$ cat config.mk
export PLATFORM = sky130hd
export DESIGN_NAME = alu_share_arbiter_flat
export DESIGN_NICKNAME = d
export VERILOG_FILES = /design/src/rtl/alu_share_arbiter_if.sv /design/src/rtl/alu_share_arbiter.sv /design/src/flat_wrapper.sv
export SDC_FILE = /design/constraint.sdc
export NUM_CORES = 1
export LEC_CHECK = 0
export BUFFER_PORTS_ARGS = -buffer_cell sky130_fd_sc_hd__buf_4
export CAP_MARGIN = 5
export CORE_MARGIN = 2
export CORE_UTILIZATION = 48
export DETAILED_ROUTE_END_ITERATION = 10
export PLACE_DENSITY = 0.85
export SYNTH_ARGS = -nofsm -noshare
export SYNTH_HDL_FRONTEND = slang
export SYNTH_SLANG_ARGS = --single-unit
export TNS_END_PERCENT = 100
$ cat constraint.sdc
create_clock -name clk -period 2.8 [get_ports clk]
set_clock_uncertainty 0.05 [all_clocks]
set_input_delay 0.7 -clock clk [delete_from_list [all_inputs] [get_ports clk]]
set_output_delay 0.7 -clock clk [all_outputs]
set_load 0.005 [all_outputs]
$ cat src/rtl/alu_share_arbiter_if.sv
// Request, response and ALU-side signals of the shared-ALU arbiter.
// The master side is the requesters plus the ALU; the slave side is the arbiter.
interface alu_share_arbiter_if #(
    parameter int unsigned WIDTH = 32
);
    logic             req0_valid;
    logic             req0_ready;
    logic [WIDTH-1:0] req0_a;
    logic [WIDTH-1:0] req0_b;
    logic [1:0]       req0_sel;
    logic             req1_valid;
    logic             req1_ready;
    logic [WIDTH-1:0] req1_a;
    logic [WIDTH-1:0] req1_b;
    logic [1:0]       req1_sel;
    logic             resp0_valid;
    logic             resp0_ready;
    logic             resp1_valid;
    logic             resp1_ready;
    logic [WIDTH-1:0] resp_out;
    logic             resp_zero;
    logic [WIDTH-1:0] alu_a;
    logic [WIDTH-1:0] alu_b;
    logic [1:0]       alu_sel;
    logic [WIDTH-1:0] alu_out;
    logic             alu_zero;

    modport master (
        output req0_valid, req0_a, req0_b, req0_sel,
        output req1_valid, req1_a, req1_b, req1_sel,
        input  req0_ready, req1_ready,
        input  resp0_valid, resp1_valid, resp_out, resp_zero,
        output resp0_ready, resp1_ready,
        input  alu_a, alu_b, alu_sel,
        output alu_out, alu_zero
    );

    modport slave (
        input  req0_valid, req0_a, req0_b, req0_sel,
        input  req1_valid, req1_a, req1_b, req1_sel,
        output req0_ready, req1_ready,
        output resp0_valid, resp1_valid, resp_out, resp_zero,
        input  resp0_ready, resp1_ready,
        output alu_a, alu_b, alu_sel,
        input  alu_out, alu_zero
    );
endinterface

$ cat src/rtl/alu_share_arbiter.sv
// Round-robin sharing of one combinational ALU between two requesters.
// Each operation takes IDLE (accept) -> EXEC (ALU evaluates) -> RESP (handshake back).
module alu_share_arbiter #(
    parameter int unsigned WIDTH      = 32,
    parameter int unsigned FIRST_PRIO = 0
) (
    input logic               clk,
    input logic               rst_n,
    alu_share_arbiter_if.slave bus
);
    typedef enum logic [1:0] {StIdle, StExec, StResp} state_e;

    state_e           state_q, state_d;
    logic             prio_q, prio_d;
    logic             gnt_q, gnt_d;
    logic [WIDTH-1:0] a_q, a_d;
    logic [WIDTH-1:0] b_q, b_d;
    logic [1:0]       sel_q, sel_d;
    logic [WIDTH-1:0] res_q, res_d;
    logic             zero_q, zero_d;

    logic any_valid;
    logic win;
    logic resp_done;

    assign any_valid = bus.req0_valid | bus.req1_valid;
    // Contention goes to prio; otherwise the lone valid requester wins.
    assign win       = (bus.req0_valid & bus.req1_valid) ? prio_q : bus.req1_valid;
    assign resp_done = gnt_q ? bus.resp1_ready : bus.resp0_ready;

    always_comb begin
        state_d        = state_q;
        prio_d         = prio_q;
        gnt_d          = gnt_q;
        a_d            = a_q;
        b_d            = b_q;
        sel_d          = sel_q;
        res_d          = res_q;
        zero_d         = zero_q;
        bus.req0_ready = 1'b0;
        bus.req1_ready = 1'b0;
        unique case (state_q)
            StIdle: begin
                if (any_valid) begin
                    bus.req0_ready = ~win;
                    bus.req1_ready = win;
                    gnt_d          = win;
                    a_d            = win ? bus.req1_a : bus.req0_a;
                    b_d            = win ? bus.req1_b : bus.req0_b;
                    sel_d          = win ? bus.req1_sel : bus.req0_sel;
                    state_d        = StExec;
                end
            end
            StExec: begin
                res_d   = bus.alu_out;
                zero_d  = bus.alu_zero;
                state_d = StResp;
            end
            StResp: begin
                if (resp_done) begin
                    prio_d  = ~gnt_q;
                    state_d = StIdle;
                end
            end
            default: state_d = StIdle;
        endcase
    end

    always_ff @(posedge clk) begin
        if (!rst_n) begin
            state_q <= StIdle;
            prio_q  <= 1'(FIRST_PRIO);
            gnt_q   <= 1'b0;
            a_q     <= '0;
            b_q     <= '0;
            sel_q   <= '0;
            res_q   <= '0;
            zero_q  <= 1'b0;
        end else begin
            state_q <= state_d;
            prio_q  <= prio_d;
            gnt_q   <= gnt_d;
            a_q     <= a_d;
            b_q     <= b_d;
            sel_q   <= sel_d;
            res_q   <= res_d;
            zero_q  <= zero_d;
        end
    end

    assign bus.resp0_valid = (state_q == StResp) & ~gnt_q;
    assign bus.resp1_valid = (state_q == StResp) & gnt_q;
    assign bus.resp_out    = res_q;
    assign bus.resp_zero   = zero_q;
    assign bus.alu_a       = a_q;
    assign bus.alu_b       = b_q;
    assign bus.alu_sel     = sel_q;
endmodule
$ cat src/flat_wrapper.sv
// flat-port wrapper written by rule: the top's interface ports become plain ports
module alu_share_arbiter_flat 
#(
    parameter int unsigned WIDTH      = 32,
    parameter int unsigned FIRST_PRIO = 0
)
  (clk, rst_n, bus_req0_valid, bus_req0_a, bus_req0_b, bus_req0_sel, bus_req1_valid, bus_req1_a, bus_req1_b, bus_req1_sel, bus_req0_ready, bus_req1_ready, bus_resp0_valid, bus_resp1_valid, bus_resp_out, bus_resp_zero, bus_resp0_ready, bus_resp1_ready, bus_alu_a, bus_alu_b, bus_alu_sel, bus_alu_out, bus_alu_zero);
  alu_share_arbiter_if #(.WIDTH(WIDTH)) bus_i ();
  input logic clk;
  input logic rst_n;
  input wire logic [$bits(bus_i.req0_valid)-1:0] bus_req0_valid;
  input wire logic [$bits(bus_i.req0_a)-1:0] bus_req0_a;
  input wire logic [$bits(bus_i.req0_b)-1:0] bus_req0_b;
  input wire logic [$bits(bus_i.req0_sel)-1:0] bus_req0_sel;
  input wire logic [$bits(bus_i.req1_valid)-1:0] bus_req1_valid;
  input wire logic [$bits(bus_i.req1_a)-1:0] bus_req1_a;
  input wire logic [$bits(bus_i.req1_b)-1:0] bus_req1_b;
  input wire logic [$bits(bus_i.req1_sel)-1:0] bus_req1_sel;
  output wire logic [$bits(bus_i.req0_ready)-1:0] bus_req0_ready;
  output wire logic [$bits(bus_i.req1_ready)-1:0] bus_req1_ready;
  output wire logic [$bits(bus_i.resp0_valid)-1:0] bus_resp0_valid;
  output wire logic [$bits(bus_i.resp1_valid)-1:0] bus_resp1_valid;
  output wire logic [$bits(bus_i.resp_out)-1:0] bus_resp_out;
  output wire logic [$bits(bus_i.resp_zero)-1:0] bus_resp_zero;
  input wire logic [$bits(bus_i.resp0_ready)-1:0] bus_resp0_ready;
  input wire logic [$bits(bus_i.resp1_ready)-1:0] bus_resp1_ready;
  output wire logic [$bits(bus_i.alu_a)-1:0] bus_alu_a;
  output wire logic [$bits(bus_i.alu_b)-1:0] bus_alu_b;
  output wire logic [$bits(bus_i.alu_sel)-1:0] bus_alu_sel;
  input wire logic [$bits(bus_i.alu_out)-1:0] bus_alu_out;
  input wire logic [$bits(bus_i.alu_zero)-1:0] bus_alu_zero;
  assign bus_i.req0_valid = bus_req0_valid;
  assign bus_i.req0_a = bus_req0_a;
  assign bus_i.req0_b = bus_req0_b;
  assign bus_i.req0_sel = bus_req0_sel;
  assign bus_i.req1_valid = bus_req1_valid;
  assign bus_i.req1_a = bus_req1_a;
  assign bus_i.req1_b = bus_req1_b;
  assign bus_i.req1_sel = bus_req1_sel;
  assign bus_req0_ready = bus_i.req0_ready;
  assign bus_req1_ready = bus_i.req1_ready;
  assign bus_resp0_valid = bus_i.resp0_valid;
  assign bus_resp1_valid = bus_i.resp1_valid;
  assign bus_resp_out = bus_i.resp_out;
  assign bus_resp_zero = bus_i.resp_zero;
  assign bus_i.resp0_ready = bus_resp0_ready;
  assign bus_i.resp1_ready = bus_resp1_ready;
  assign bus_alu_a = bus_i.alu_a;
  assign bus_alu_b = bus_i.alu_b;
  assign bus_alu_sel = bus_i.alu_sel;
  assign bus_i.alu_out = bus_alu_out;
  assign bus_i.alu_zero = bus_alu_zero;
  alu_share_arbiter #(.WIDTH(WIDTH), .FIRST_PRIO(FIRST_PRIO)) u_core (.clk(clk), .rst_n(rst_n), .bus(bus_i));
endmodule
==> results by group <==
Yosys
  – Multiplexer share of the synthesized area: less than 1%
  – Parity-gate share of the synthesized area counting xor and xnor cells: 0%
  – Number of instances in the synthesized netlist: between 500 and 600
  – Seq cells post-synth: around 100
  – Area of the mapped netlist: 5005 µm²
  – Simple-gate portion of the synthesized area: roughly 14%
  – Number of distinct library cell variants in the gate-level netlist after synthesis: 25
  – Average cell area after synthesis: 8.921 µm²
  – Area fraction of the dominant cell type after synthesis: 41.20%
  – Area fraction in compound gates after synthesis: a little under two fifths
  – Dominant cell type by area after synthesis: sky130_fd_sc_hd__dfxtp_1
  – Top area cells in the synthesized netlist: sky130_fd_sc_hd__dfxtp_1 (41%), sky130_fd_sc_hd__o311a_1 (13%), sky130_fd_sc_hd__o21bai_1 (9.9%)
  – Sequential cell area fraction in the yosys report: 41.20%
  – Warnings from Yosys: 0
  – Adder and majority gate portion of the synthesized area: 0%
  – Post-Syn Nets: approximately 730
  – Dominant combinational cell family by area after synthesis: compound AO/OA/AOI/OAI gates

Min path
  – Hold Path Class: reg2reg

Routing
  – DRC marker count from the first detailed-route iteration: approximately 340
  – Wire length reported by the detailed router: between 15000 and 20000 µm
  – Via count of the routed design: ~5300
  – Total DRC errors in the routed layout: 0
  – Number of nets still failing antenna checks after routing: 0
  – Number of iterations in the first detailed-routing pass: 5
  – Detailed-route wire length per cell: between 15 and 20 µm
  – Post-DR vias/cell: 5.710

Floorplan
  – Core area: 10230 µm²
  – Die Span X: 106.1 µm
  – Floorplan row count: 37
  – Die Footprint: around 11000 µm²
  – IO Count: about 270
  – Starting utilization of the core area: around half
  – Height of the die: around 110 µm

Worst setup path
  – Crit Path Class: in2out
  – Arr. time, crit path: between 1 and 1.5 ns
  – Startpoint class of the critical path: input pin
  – Worst-path fanout max: 45
  – Required time at the worst-slack endpoint: ~2.1 ns
  – Minimum setup slack among reg-to-reg paths: ~0.92 ns
  – Setup crit end kind: primary output

GRT
  – Wire length of the first global-routing pass: 24680 µm
  – GRT busiest layer: met2
  – Routing usage on met3: about 6.7%
  – Global-route total usage across every layer: between 20% and 30%
  – Initial antenna violation count: 0
  – Vias in the first global route: 5051
  – GR Util met1: 31.74%
  – Global route total overflow: 0
  – GR Layer Usage met2: just under 50%
  – Maximum number of pins on one net before global-route repair: between 90 and 100

Clocking
  – Reg clk slew, reported paths: approximately 0.1 ns
  – CTS tree: yes
  – Post-CTS resize count: 0
  – Insertion delay of the later-clocked pin in the worst-skew pair: roughly 0.37 ns
  – Number of buffers inserted for hold repair after clock tree synthesis: 0
  – Number of buffers created by CTS: 9
  – CTS Sinks: roughly 100
  – Setup bufs post-CTS: 0
  – Max Buffers Root-to-Sink: 2
  – Maximum level of the CTS H-tree: 3
  – Clock tree root driver cell: sky130_fd_sc_hd__clkbuf_8

Placement
  – Routability cong.: about 0.81
  – Setup WS pre-CTS: between 0.5 and 0.6 ns
  – Sum of net half-perimeters after detailed placement: 11480 µm
  – Port Buffers: about 270

STA
  – Part of the cycle the worst path needs: between 70% and 80%
  – Final count of pins violating max slew: 0
  – Relative max-transition margin: between 50% and 60%
  – Transition at the pin with the smallest max-transition slack: 0.6510 ns
  – Post-Route Setup TNS: 0 ns
  – RSZ-0062 raised after global routing: no
  – Number of hold violations in the final report: 0
  – Post-layout minimum cycle time: between 2 and 2.5 ns
  – Final worst-path setup slack: roughly 0.58 ns
  – Setup-violating endpoint count in the final report: 0
  – Fmax: about 450 MHz

Finish
  – Syn-to-layout area delta: 44.62%
  – Number of nets in the layout: 958
  – Antenna cell count: 0
  – Fraction of layout instances using a drive strength above 1: 38.64%

Job
  – Maximum capacitance violations: 0

Power
  – Ratio of total power to cell area: ~500 nW/µm²
  – P_leak: around 3.6 nW
  – VDD IR max: 0.3885 mV

Run status
  – Outcome: completed
per-stage QoR:
stage / area (µm²) / utilization, % / instances / total power [mW] / hold slack, ns
detailed placement: 7039 / 68.80 / 912 / 2.788 / 0.3982
CTS: 7238 / 70.75 / 928 / 3.728 / 0.4125
finish: 7238 / 70.75 / 928 / 3.702 / 0.4103
floorplan: 5005 / - / 561 / 2.259 / 0.4027
global route: 7238 / 70.75 / 928 / 3.897 / 0.4364
global placement: 7039 / 68.80 / 912 / 2.750 / 0.3930
registers in the layout, summed over array words and instances, names as in the netlist:
register	flops
u_core.bus.alu_a	32
u_core.bus.alu_b	32
u_core.bus.resp_out	32
u_core.bus.alu_sel	2
u_core.state_q	2
u_core.bus.resp_zero	1
u_core.gnt_q	1
u_core.prio_q	1
power by group:
part           switching [mW]  internal (mW)
clock                   0.530          0.419
sequential             0.0846           1.62
combinational           0.459          0.592
metal layers:
metal	vias to the layer above	part of all wire, %
li1	2516	-
met1	2543	39
met2	215	51
met3	25	7.8
met4	0	2.0
met5	-	0
cell usage in the layout, fill, tap and decap left out, drive strengths merged:
cell,Yosys,layout
buf,31,286
dfxtp,103,103
nand2,66,66
and3,66,66
o21bai,66,66
o311a,66,66
a21boi,66,66
a21oi,37,37
clkbuf,40,10
nor2,4,4
clkinv,1,4
o21ai,3,3
inv,2,2
and2,2,2
clkinvlp,0,2
nor2b,2,2
nand2b,2,2
nand3,1,1
or2,1,1
a311oi,1,1
mux2i,1,1
bufinv,0,1
worst max-delay path, stage by stage:
cell and delay, ns:
sky130_fd_sc_hd__buf_4 0.36, sky130_fd_sc_hd__o21ai_4 0.11, sky130_fd_sc_hd__a21oi_1 0.14, sky130_fd_sc_hd__buf_4 0.14
worst paths after layout:
kind,startpoint,depth (start not counted),endpoint
hold reg to reg,u_core.bus.resp_out[20]$_SDFFE_PN0N_,2,u_core.bus.resp_out[20]$_SDFFE_PN0N_
hold / removal,u_core.bus.resp_out[20]$_SDFFE_PN0N_,2,u_core.bus.resp_out[20]$_SDFFE_PN0N_
setup / recovery,bus_req1_valid,4,bus_req0_ready
setup reg to reg,u_core.prio_q$_SDFFE_PN0P_,4,u_core.bus.alu_b[29]$_SDFFE_PN0P_
area by class of cell:
| type | count | area [µm²] |
|---|---|---|
| clock buffers | 10 | 127.6 |
| clock inverters | 6 | 71.32 |
| fillers | 814 | 2993 |
| inverters | 3 | 11.26 |
| multi-input cells | 384 | 2624 |
| flip-flops and latches | 103 | 2062 |
| well taps | 136 | 170.2 |
| repair buffers | 286 | 2172 |
cells in the mapped netlist:
master                     instances
sky130_fd_sc_hd__a21boi_0         65
sky130_fd_sc_hd__a21boi_1          1
sky130_fd_sc_hd__a21oi_1          37
sky130_fd_sc_hd__a311oi_1          1
sky130_fd_sc_hd__and2_1            2
sky130_fd_sc_hd__and3_1           66
sky130_fd_sc_hd__buf_1             6
sky130_fd_sc_hd__buf_2            17
sky130_fd_sc_hd__buf_4             3
sky130_fd_sc_hd__buf_6             5
sky130_fd_sc_hd__clkbuf_1         40
sky130_fd_sc_hd__clkinv_1          1
sky130_fd_sc_hd__dfxtp_1         103
sky130_fd_sc_hd__inv_1             2
sky130_fd_sc_hd__mux2i_1           1
sky130_fd_sc_hd__nand2_1          66
sky130_fd_sc_hd__nand2b_1          2
sky130_fd_sc_hd__nand3_1           1
sky130_fd_sc_hd__nor2_1            4
sky130_fd_sc_hd__nor2b_1           2
sky130_fd_sc_hd__o21ai_0           1
sky130_fd_sc_hd__o21ai_1           2
sky130_fd_sc_hd__o21bai_1         66
sky130_fd_sc_hd__o311a_1          66
sky130_fd_sc_hd__or2_1             1
kinds of logic after synthesis:
logic type	Yosys count
muxes	1
AOI/OAI and AO/OA	239
DFF	103
and+or+nand+nor	144
buffers and inverters	74
No activity file was read; power rests on OpenSTA's default activity.
